## src/rtl/regfile_seq_if.sv

```systemverilog
// ---------------------------------------------------------------------------
// regfile_seq_if
// Purpose : Groups the signals between the instruction decoder, the
//           sequencing controller and the register-file datapath.
// Signals : s       - start request from the decoder
//           opcode  - instruction class (110 move, 101 ALU)
//           op      - sub-operation
//           w       - controller idle/ready
//           nsel    - one-hot register-field select (001 Rn, 010 Rd, 100 Rm)
//           vsel    - write-back source (00 C register, 10 imm8)
//           write   - register file write enable
//           loada   - load operand-A latch
//           loadb   - load operand-B latch
//           asel    - force ALU A input to zero
//           bsel    - ALU B input from immediate
//           loadc   - load C register
//           loads   - load status register
//           illegal - one-cycle unsupported-instruction pulse
// Modports: master - decoder/testbench side, drives the request
//           slave  - controller side, drives the datapath strobes
// ---------------------------------------------------------------------------
interface regfile_seq_if;
    logic       s;
    logic [2:0] opcode;
    logic [1:0] op;
    logic       w;
    logic [2:0] nsel;
    logic [1:0] vsel;
    logic       write;
    logic       loada;
    logic       loadb;
    logic       asel;
    logic       bsel;
    logic       loadc;
    logic       loads;
    logic       illegal;

    modport master (
        output s, opcode, op,
        input  w, nsel, vsel, write, loada, loadb, asel, bsel,
               loadc, loads, illegal
    );

    modport slave (
        input  s, opcode, op,
        output w, nsel, vsel, write, loada, loadb, asel, bsel,
               loadc, loads, illegal
    );
endinterface

```

## src/rtl/regfile_seq.sv

```systemverilog
// ---------------------------------------------------------------------------
// regfile_seq
// Purpose : Multi-cycle Moore controller that steps the 8x16 register file
//           and its datapath (A latch, B latch/shifter, ALU, C register,
//           status register) through a fixed state sequence per instruction
//           class, then returns to idle.
// Ports   : clk   - rising-edge clock
//           rst_n - asynchronous active-low reset
//           bus   - regfile_seq_if.slave: start/opcode/op in, strobes out
// ---------------------------------------------------------------------------
module regfile_seq (
    input  logic           clk,
    input  logic           rst_n,
    regfile_seq_if.slave   bus
);

    typedef enum logic [3:0] {
        S_WAIT    = 4'd0,
        S_DECODE  = 4'd1,
        S_WR_IMM  = 4'd2,
        S_GET_A   = 4'd3,
        S_GET_B   = 4'd4,
        S_EXEC    = 4'd5,
        S_WR_RD   = 4'd6,
        S_STATUS  = 4'd7,
        S_ILLEGAL = 4'd8
    } state_t;

    state_t     state_q, state_d;
    logic [2:0] opcode_q, opcode_d;
    logic [1:0] op_q, op_d;

    // Decoded views of the latched instruction, used by DECODE, GET_B and EXEC.
    logic isMovImm, isMovReg, isAdd, isAnd, isCmp, isMvn;

    always_comb begin
        isMovImm = (opcode_q == 3'b110) && (op_q == 2'b10);
        isMovReg = (opcode_q == 3'b110) && (op_q == 2'b00);
        isAdd    = (opcode_q == 3'b101) && (op_q == 2'b00);
        isAnd    = (opcode_q == 3'b101) && (op_q == 2'b10);
        isCmp    = (opcode_q == 3'b101) && (op_q == 2'b01);
        isMvn    = (opcode_q == 3'b101) && (op_q == 2'b11);
    end

    // State and instruction registers. Reset forces WAIT and clears the
    // latched instruction so nothing stale survives an aborted sequence.
    always_ff @(posedge clk or negedge rst_n) begin
        if (!rst_n) begin
            state_q  <= S_WAIT;
            opcode_q <= 3'b000;
            op_q     <= 2'b00;
        end else begin
            state_q  <= state_d;
            opcode_q <= opcode_d;
            op_q     <= op_d;
        end
    end

    // Next-state logic. The instruction is captured only on the WAIT edge
    // that accepts a start, so decoder inputs may change freely afterwards.
    // Any encoding outside the enumerated set falls back to WAIT.
    always_comb begin
        state_d  = S_WAIT;
        opcode_d = opcode_q;
        op_d     = op_q;
        case (state_q)
            S_WAIT: begin
                if (bus.s) begin
                    state_d  = S_DECODE;
                    opcode_d = bus.opcode;
                    op_d     = bus.op;
                end else begin
                    state_d  = S_WAIT;
                end
            end
            S_DECODE: begin
                if (isMovImm)                 state_d = S_WR_IMM;
                else if (isMovReg || isMvn)   state_d = S_GET_B;
                else if (isAdd || isAnd || isCmp) state_d = S_GET_A;
                else                          state_d = S_ILLEGAL;
            end
            S_WR_IMM:  state_d = S_WAIT;
            S_GET_A:   state_d = S_GET_B;
            S_GET_B:   state_d = isCmp ? S_STATUS : S_EXEC;
            S_EXEC:    state_d = S_WR_RD;
            S_WR_RD:   state_d = S_WAIT;
            S_STATUS:  state_d = S_WAIT;
            S_ILLEGAL: state_d = S_WAIT;
            default:   state_d = S_WAIT;
        endcase
    end

    // Moore outputs: purely a function of the current state. EXEC zeroes the
    // ALU A input for the single-operand moves (MOV reg, MVN) so the ALU
    // passes or inverts B alone.
    always_comb begin
        bus.w       = 1'b0;
        bus.nsel    = 3'b000;
        bus.vsel    = 2'b00;
        bus.write   = 1'b0;
        bus.loada   = 1'b0;
        bus.loadb   = 1'b0;
        bus.asel    = 1'b0;
        bus.bsel    = 1'b0;
        bus.loadc   = 1'b0;
        bus.loads   = 1'b0;
        bus.illegal = 1'b0;
        case (state_q)
            S_WAIT: bus.w = 1'b1;
            S_WR_IMM: begin
                bus.nsel  = 3'b001;
                bus.vsel  = 2'b10;
                bus.write = 1'b1;
            end
            S_GET_A: begin
                bus.nsel  = 3'b001;
                bus.loada = 1'b1;
            end
            S_GET_B: begin
                bus.nsel  = 3'b100;
                bus.loadb = 1'b1;
            end
            S_EXEC: begin
                bus.loadc = 1'b1;
                bus.asel  = isMovReg || isMvn;
            end
            S_WR_RD: begin
                bus.nsel  = 3'b010;
                bus.vsel  = 2'b00;
                bus.write = 1'b1;
            end
            S_STATUS:  bus.loads   = 1'b1;
            S_ILLEGAL: bus.illegal = 1'b1;
            default: ;
        endcase
    end

endmodule

```

## src/flat_wrapper.sv

```systemverilog
// flat-port wrapper written by rule: the top's interface ports become plain ports
module regfile_seq_flat 
  (clk, rst_n, bus_s, bus_opcode, bus_op, bus_w, bus_nsel, bus_vsel, bus_write, bus_loada, bus_loadb, bus_asel, bus_bsel, bus_loadc, bus_loads, bus_illegal);
  regfile_seq_if bus_i ();
  input  logic clk;
  input  logic rst_n;
  input wire logic [$bits(bus_i.s)-1:0] bus_s;
  input wire logic [$bits(bus_i.opcode)-1:0] bus_opcode;
  input wire logic [$bits(bus_i.op)-1:0] bus_op;
  output wire logic [$bits(bus_i.w)-1:0] bus_w;
  output wire logic [$bits(bus_i.nsel)-1:0] bus_nsel;
  output wire logic [$bits(bus_i.vsel)-1:0] bus_vsel;
  output wire logic [$bits(bus_i.write)-1:0] bus_write;
  output wire logic [$bits(bus_i.loada)-1:0] bus_loada;
  output wire logic [$bits(bus_i.loadb)-1:0] bus_loadb;
  output wire logic [$bits(bus_i.asel)-1:0] bus_asel;
  output wire logic [$bits(bus_i.bsel)-1:0] bus_bsel;
  output wire logic [$bits(bus_i.loadc)-1:0] bus_loadc;
  output wire logic [$bits(bus_i.loads)-1:0] bus_loads;
  output wire logic [$bits(bus_i.illegal)-1:0] bus_illegal;
  assign bus_i.s = bus_s;
  assign bus_i.opcode = bus_opcode;
  assign bus_i.op = bus_op;
  assign bus_w = bus_i.w;
  assign bus_nsel = bus_i.nsel;
  assign bus_vsel = bus_i.vsel;
  assign bus_write = bus_i.write;
  assign bus_loada = bus_i.loada;
  assign bus_loadb = bus_i.loadb;
  assign bus_asel = bus_i.asel;
  assign bus_bsel = bus_i.bsel;
  assign bus_loadc = bus_i.loadc;
  assign bus_loads = bus_i.loads;
  assign bus_illegal = bus_i.illegal;
  regfile_seq u_core (.clk(clk), .rst_n(rst_n), .bus(bus_i));
endmodule
```

## config.mk

```make
export PLATFORM = sky130hd
export DESIGN_NAME = regfile_seq_flat
export DESIGN_NICKNAME = d
export VERILOG_FILES = /design/src/rtl/regfile_seq_if.sv /design/src/rtl/regfile_seq.sv /design/src/flat_wrapper.sv
export SDC_FILE = /design/constraint.sdc
export NUM_CORES = 1
export LEC_CHECK = 0
export BUFFER_PORTS_ARGS = -buffer_cell sky130_fd_sc_hd__buf_2
export CORE_UTILIZATION = 41
export DETAILED_ROUTE_END_ITERATION = 12
export GPL_TIMING_DRIVEN = 0
export HOLD_SLACK_MARGIN = 0.12
export PLACE_DENSITY = 0.72
export SLEW_MARGIN = 20
export SYNTH_ARGS = -nofsm -noshare
export SYNTH_HDL_FRONTEND = slang
export SYNTH_SLANG_ARGS = --single-unit
```

## constraint.sdc

```tcl
create_clock -name clk -period 1.29 [get_ports clk]
set_input_delay 0.258 -clock clk [delete_from_list [all_inputs] [get_ports clk]]
set_output_delay 0.258 -clock clk [all_outputs]
set_load 0.05 [all_outputs]
```

# Yosys cells after proc, flatten, opt, wreduce, memory -nomap -nowiden
# Cells that the tools add are included.
dict set report word_totals {
  register_bits 9
  input_bits 8
  output_inout_bits 14
  word_cells 46
}
dict set report op_classes {
  n_eq_ne 13
  mux 16
  n_reduce_logical 14
}
# cell n
set ops {}
lappend ops {{4-bit case mux with 5 select lines} 1}
lappend ops {{4-bit by 3-bit == test with 1-bit output, second input constant} 4}
lappend ops {{4-bit two-way mux} 3}
lappend ops {{1-bit two-way mux} 9}
lappend ops {{3-bit case mux with 3 select lines} 1}
lappend ops {{4-bit by 2-bit == test with 1-bit output, second input constant} 2}
lappend ops {{3-bit == test, second input constant} 2}
lappend ops {{1-bit logical AND} 6}
lappend ops {{2-bit == test, second input constant} 2}
lappend ops {{4-bit by 1-bit == test with 1-bit output, second input constant} 1}
lappend ops {{4-bit == test, second input constant} 1}
lappend ops {{4-bit logical NOT} 1}
lappend ops {{2-bit two-way mux} 2}
lappend ops {{2-bit OR reduction} 2}
lappend ops {{1-bit logical OR} 3}
lappend ops {{2-bit by 1-bit == test with 1-bit output, second input constant} 1}
lappend ops {{2-bit logical NOT} 1}
lappend ops {{2-bit AND reduction} 1}

# Longest topological paths before layout
dict set report depth {
  word_depth 8
  mapped_depth 4
  depth_no_buf 3
}

# Worst setup path before layout
# Ideal clock, no wire load.
dict set report synth_path {
  path_type {reg-to-output}
  start {register u_core.op_q[1]}
  end {output port bus_asel}
  arrival_ns 2.429
  setup_slack_ns -1.397
  stages_incl_launch_ff 4
  n_path_buf 0
  cell_sequence {dfrtp_1 -> nor4b_1 -> o21ai_0 -> nor4b_1}
}
dict set report synth_between {
  elab_chain_len 4
}
# item line
set synth_lines {}
lappend synth_lines {{from (decl)} regfile_seq.sv:31} ;# logic [1:0] op_q, op_d;
lappend synth_lines {{from (signal assigned)} regfile_seq.sv:55} ;# op_q <= op_d;
lappend synth_lines {{2-bit == test or 2-bit logical NOT (tied branches)} {regfile_seq.sv:42, regfile_seq.sv:38}}
lappend synth_lines {{1-bit logical AND (on tied branches)} {regfile_seq.sv:42, regfile_seq.sv:38}}
lappend synth_lines {{1-bit logical OR (*)} regfile_seq.sv:125} ;# bus.asel = isMovReg || isMvn;
lappend synth_lines {{1-bit two-way mux (*)} regfile_seq.sv:108} ;# case (state_q)
lappend synth_lines {{to (decl)} flat_wrapper.sv:16} ;# output wire logic [$bits(bus_i.asel)-1:0] bus_asel;
# Every way passes the cells marked *; elsewhere a longest branch is shown, timed or not.

# Worst setup path after layout
dict set report layout_path {
  start {register u_core.op_q[0]}
  end {output port bus_asel}
}
# Same word-level chain as after synthesis.

==> results.py <==
metrics = {
    "min_path": {
        "min_path_type": "in2reg",
    },
    "outcome": {
        "violations": "setup timing",
        "outcome": "finished, violations left",
    },
    "global_routing": {
        "gr-usage-met3": 0.0511,
        "busiest_layer": "met2",
        "grt_pass1_vias": 674,
        "antenna_found_initial": 0,
        "grt_max_degree": 10,
        "grt_first_pass_wirelength_um": 3330,
        "grt_usage": 0.346,
        "gr-total-overflow": 0,
        "met1_usage": 0.394,
        "met2_usage": 0.588,
    },
    "routing": {
        "viasPerCell": 6.18,
        "post_drt_wl_per_cell_um": 26.0,
        "drc_errors": 0,
        "num_vias": 742,
        "drt-initial-drc-count": 32,
        "firstDrtPassIters": 4,
        "antenna_left": 0,
        "wl_um": 3110,
    },
    "cells_and_area": {
        "antennaDiodeCount": 0,
        "fin_area_um2": 1270,
        "drive_above_1_share": 0.771,
        "final_cell_mix": "buf_4 (13), buf_6 (13), buf_8 (8), buf_2 (7)",
        "finalNonFillerCells": 120,
        "fin_nets": 114,
        "syn2layout_area_growth_pct": 124,
    },
    "sta": {
        "finalCriticalPeriod_ns": 1.87,
        "timing.final.crit_share": 1.45,
        "clock.fmax_mhz": 535,
        "hold_ws_ns": 0.211,
        "hold_viol": 0,
        "final-setup-viol-count": 21,
        "rsz0062_at_grt": "yes",
        "drv_slew": 0,
        "finClkSkew_ns": 0.00743,
        "setup_ws_ns": -0.578,
    },
    "yosys": {
        "synth.largest_area_cell": "dfrtp_1",
        "synth_area_per_cell_um2": 9.99,
        "synthTopCellsByArea": "dfrtp_1 (40%), mux2_4 (13%), nor4b_1 (4.6%)",
        "synth.ff_latch_count": 9,
        "synthCells": 57,
        "ys.flop_type": "dfrtp_1",
        "synth_cell_types": 27,
        "synth_edf_count": 0,
        "syn-cell-area_um2": 569,
        "synth_warnings": 0,
        "async_flop_share": 1.00,
        "synth_top_area_frac": 0.396,
        "ys_seq_area_frac": 0.396,
    },
    "die": {
        "start_util": 0.438,
        "io_pins": 22,
        "fp.dieW_um": 39.3,
        "num_rows": 13,
        "coreArea_um2": 1300,
        "die-area_um2": 1540,
        "die_h_um": 39.3,
    },
    "setup_path": {
        "cp-start-kind": "flop",
        "critPathKind": "reg2out",
        "required_ns": 1.03,
        "cpPeakStageDelay_ns": 0.50,
        "cp-end-kind": "output pin",
        "crit_chain": "and4b_1 > o21ai_2 > nor4b_4 > buf_6",
        "cp_max_fo": 6,
        "slowest_stage": "dfrtp_1",
        "arrival_ns": 1.61,
    },
    "power": {
        "pwr-share-clk": 0.078,
        "peakVddDrop_uv": 1940,
        "p_sw_uw": 1430,
        "power.internal_uw": 1650,
        "switching_share": 0.464,
        "pwr-share-comb": 0.715,
        "p_per_area_nw_per_um2": 2420,
        "total_leakage_power_uw": 0.000563,
        "power_uw": 3080,
        "seqPwrFrac": 0.208,
    },
    "place": {
        "dpl-instance-area_um2": 792,
        "dp_hpwl_um": 878,
        "place.gp.congestion": 0.783,
        "portBuffers": 19,
        "dp.cells": 92,
    },
    "clock_tree": {
        "cts_buffers": 3,
        "cts.path.max_buffers": 2,
        "clock_latency_ns": 0.28,
        "cts.htree.levels": 1,
        "cts_sinks": 9,
        "path_clk_slew_ns": 0.07,
        "cts_tree": "done",
        "ctsRootBufferMaster": "clkbuf_4",
    },
    "flow_run": {
        "cap_violations": 0,
    },
}
[layout make-up]
| type | instances | area (um2) |
|---|---|---|
| multi-input cells | 42 | 475 |
| repair buffers | 44 | 473 |
| flip-flops and latches | 9 | 230 |
| plain buffers | 3 | 30.0 |
| fillers | 18 | 28.8 |
| clock buffers | 4 | 26.3 |
| inverters | 3 | 18.8 |
| well taps | 15 | 18.8 |
[flip-flops by register name (all words and copies together) (netlist names)]
name             cells
u_core.op_q          2
u_core.state_q       4
u_core.opcode_q      3
[power groups by stage]
| stage | clock, uW | sequential [uW] | combinational [uW] |
|---|---|---|---|
| floorplan | 0 | 562 | 933 |
| global placement | 0 | 610 | 1060 |
| detailed placement | 0 | 615 | 1080 |
| CTS | 218 | 550 | 1850 |
| global route | 246 | 638 | 2250 |
| finish | 239 | 640 | 2200 |
[cell usage after synthesis (2+ instances only)]
| cell type | n |
|---|---|
| nor4b_1 | 3 |
| nor2_1 | 5 |
| nand2b_1 | 2 |
| o21ai_0 | 3 |
| dfrtp_1 | 9 |
| nor2b_1 | 3 |
| nor3_1 | 2 |
| buf_4 | 2 |
| inv_1 | 3 |
| mux2_4 | 5 |
| nand2_1 | 4 |
[worst paths after layout]
check	slack [ns]	cells past startpoint	end	startpoint
max reg2reg	-0.38	6	u_core.op_q[0]	u_core.state_q[3]
min in group asynchronous	0.36	2	u_core.state_q[1]	rst_n
max in group asynchronous	0.71	2	u_core.state_q[3]	rst_n
min reg2reg	0.67	1	u_core.opcode_q[1]	u_core.opcode_q[1]
max	-0.58	4	bus_asel	u_core.op_q[0]
min	0.21	2	u_core.opcode_q[1]	bus_opcode[1]
[critical path, delay by kind of cell (launching register included)]
family          cells  cell delay [ns]
compound gates      1             0.11
buf+inv             1             0.20
flops               1             0.50
simple gates        2             0.53
[timing repair]
| item | CTS | global route |
|---|---|---|
| setup endpoints to repair | 19 | 21 |
| endpoints found under the hold margin | 9 | 0 |
| pin swaps | 9 | 9 |
| hold buffers | 1 | 0 |
| gates resized for setup | 49 | 18 |
| buffers inserted | 18 | 7 |
| cloned | 1 | 0 |
[cells by family (layout without fill, tap and decap cells)]
| kind of cell | count (synthesis) | count (layout) | share of synthesized area |
|---|---|---|---|
| flip-flops | 9 | 9 | 0.396 |
| AND/OR/NAND/NOR | 27 | 27 | 0.308 |
| multiplexers | 5 | 5 | 0.132 |
| other | 1 | 2 | 0.00659 |
| AO/OA/AOI/OAI | 8 | 8 | 0.0967 |
| buffers and inverters | 7 | 54 | 0.0615 |
[per-stage QoR]
stage	TNS, ns	setup slack [ns]	utilization
6_report	-7.19	-0.578	0.978
5_1_grt	-7.54	-0.616	0.978
4_1_cts	-4.88	-0.478	0.911
3_5_place_dp	-3.47	-0.607	0.609
3_3_place_gp	-3.21	-0.580	0.609
2_1_floorplan	-5.05	-0.521	-
[metal layers]
layer  up-vias  routed length [um]
met5         -                   0
met4         0                 243
met3        26                 225
met2        71                1560
met1       351                1090
li1        294                   -
Note: power is estimated with default switching activity, not from simulation.
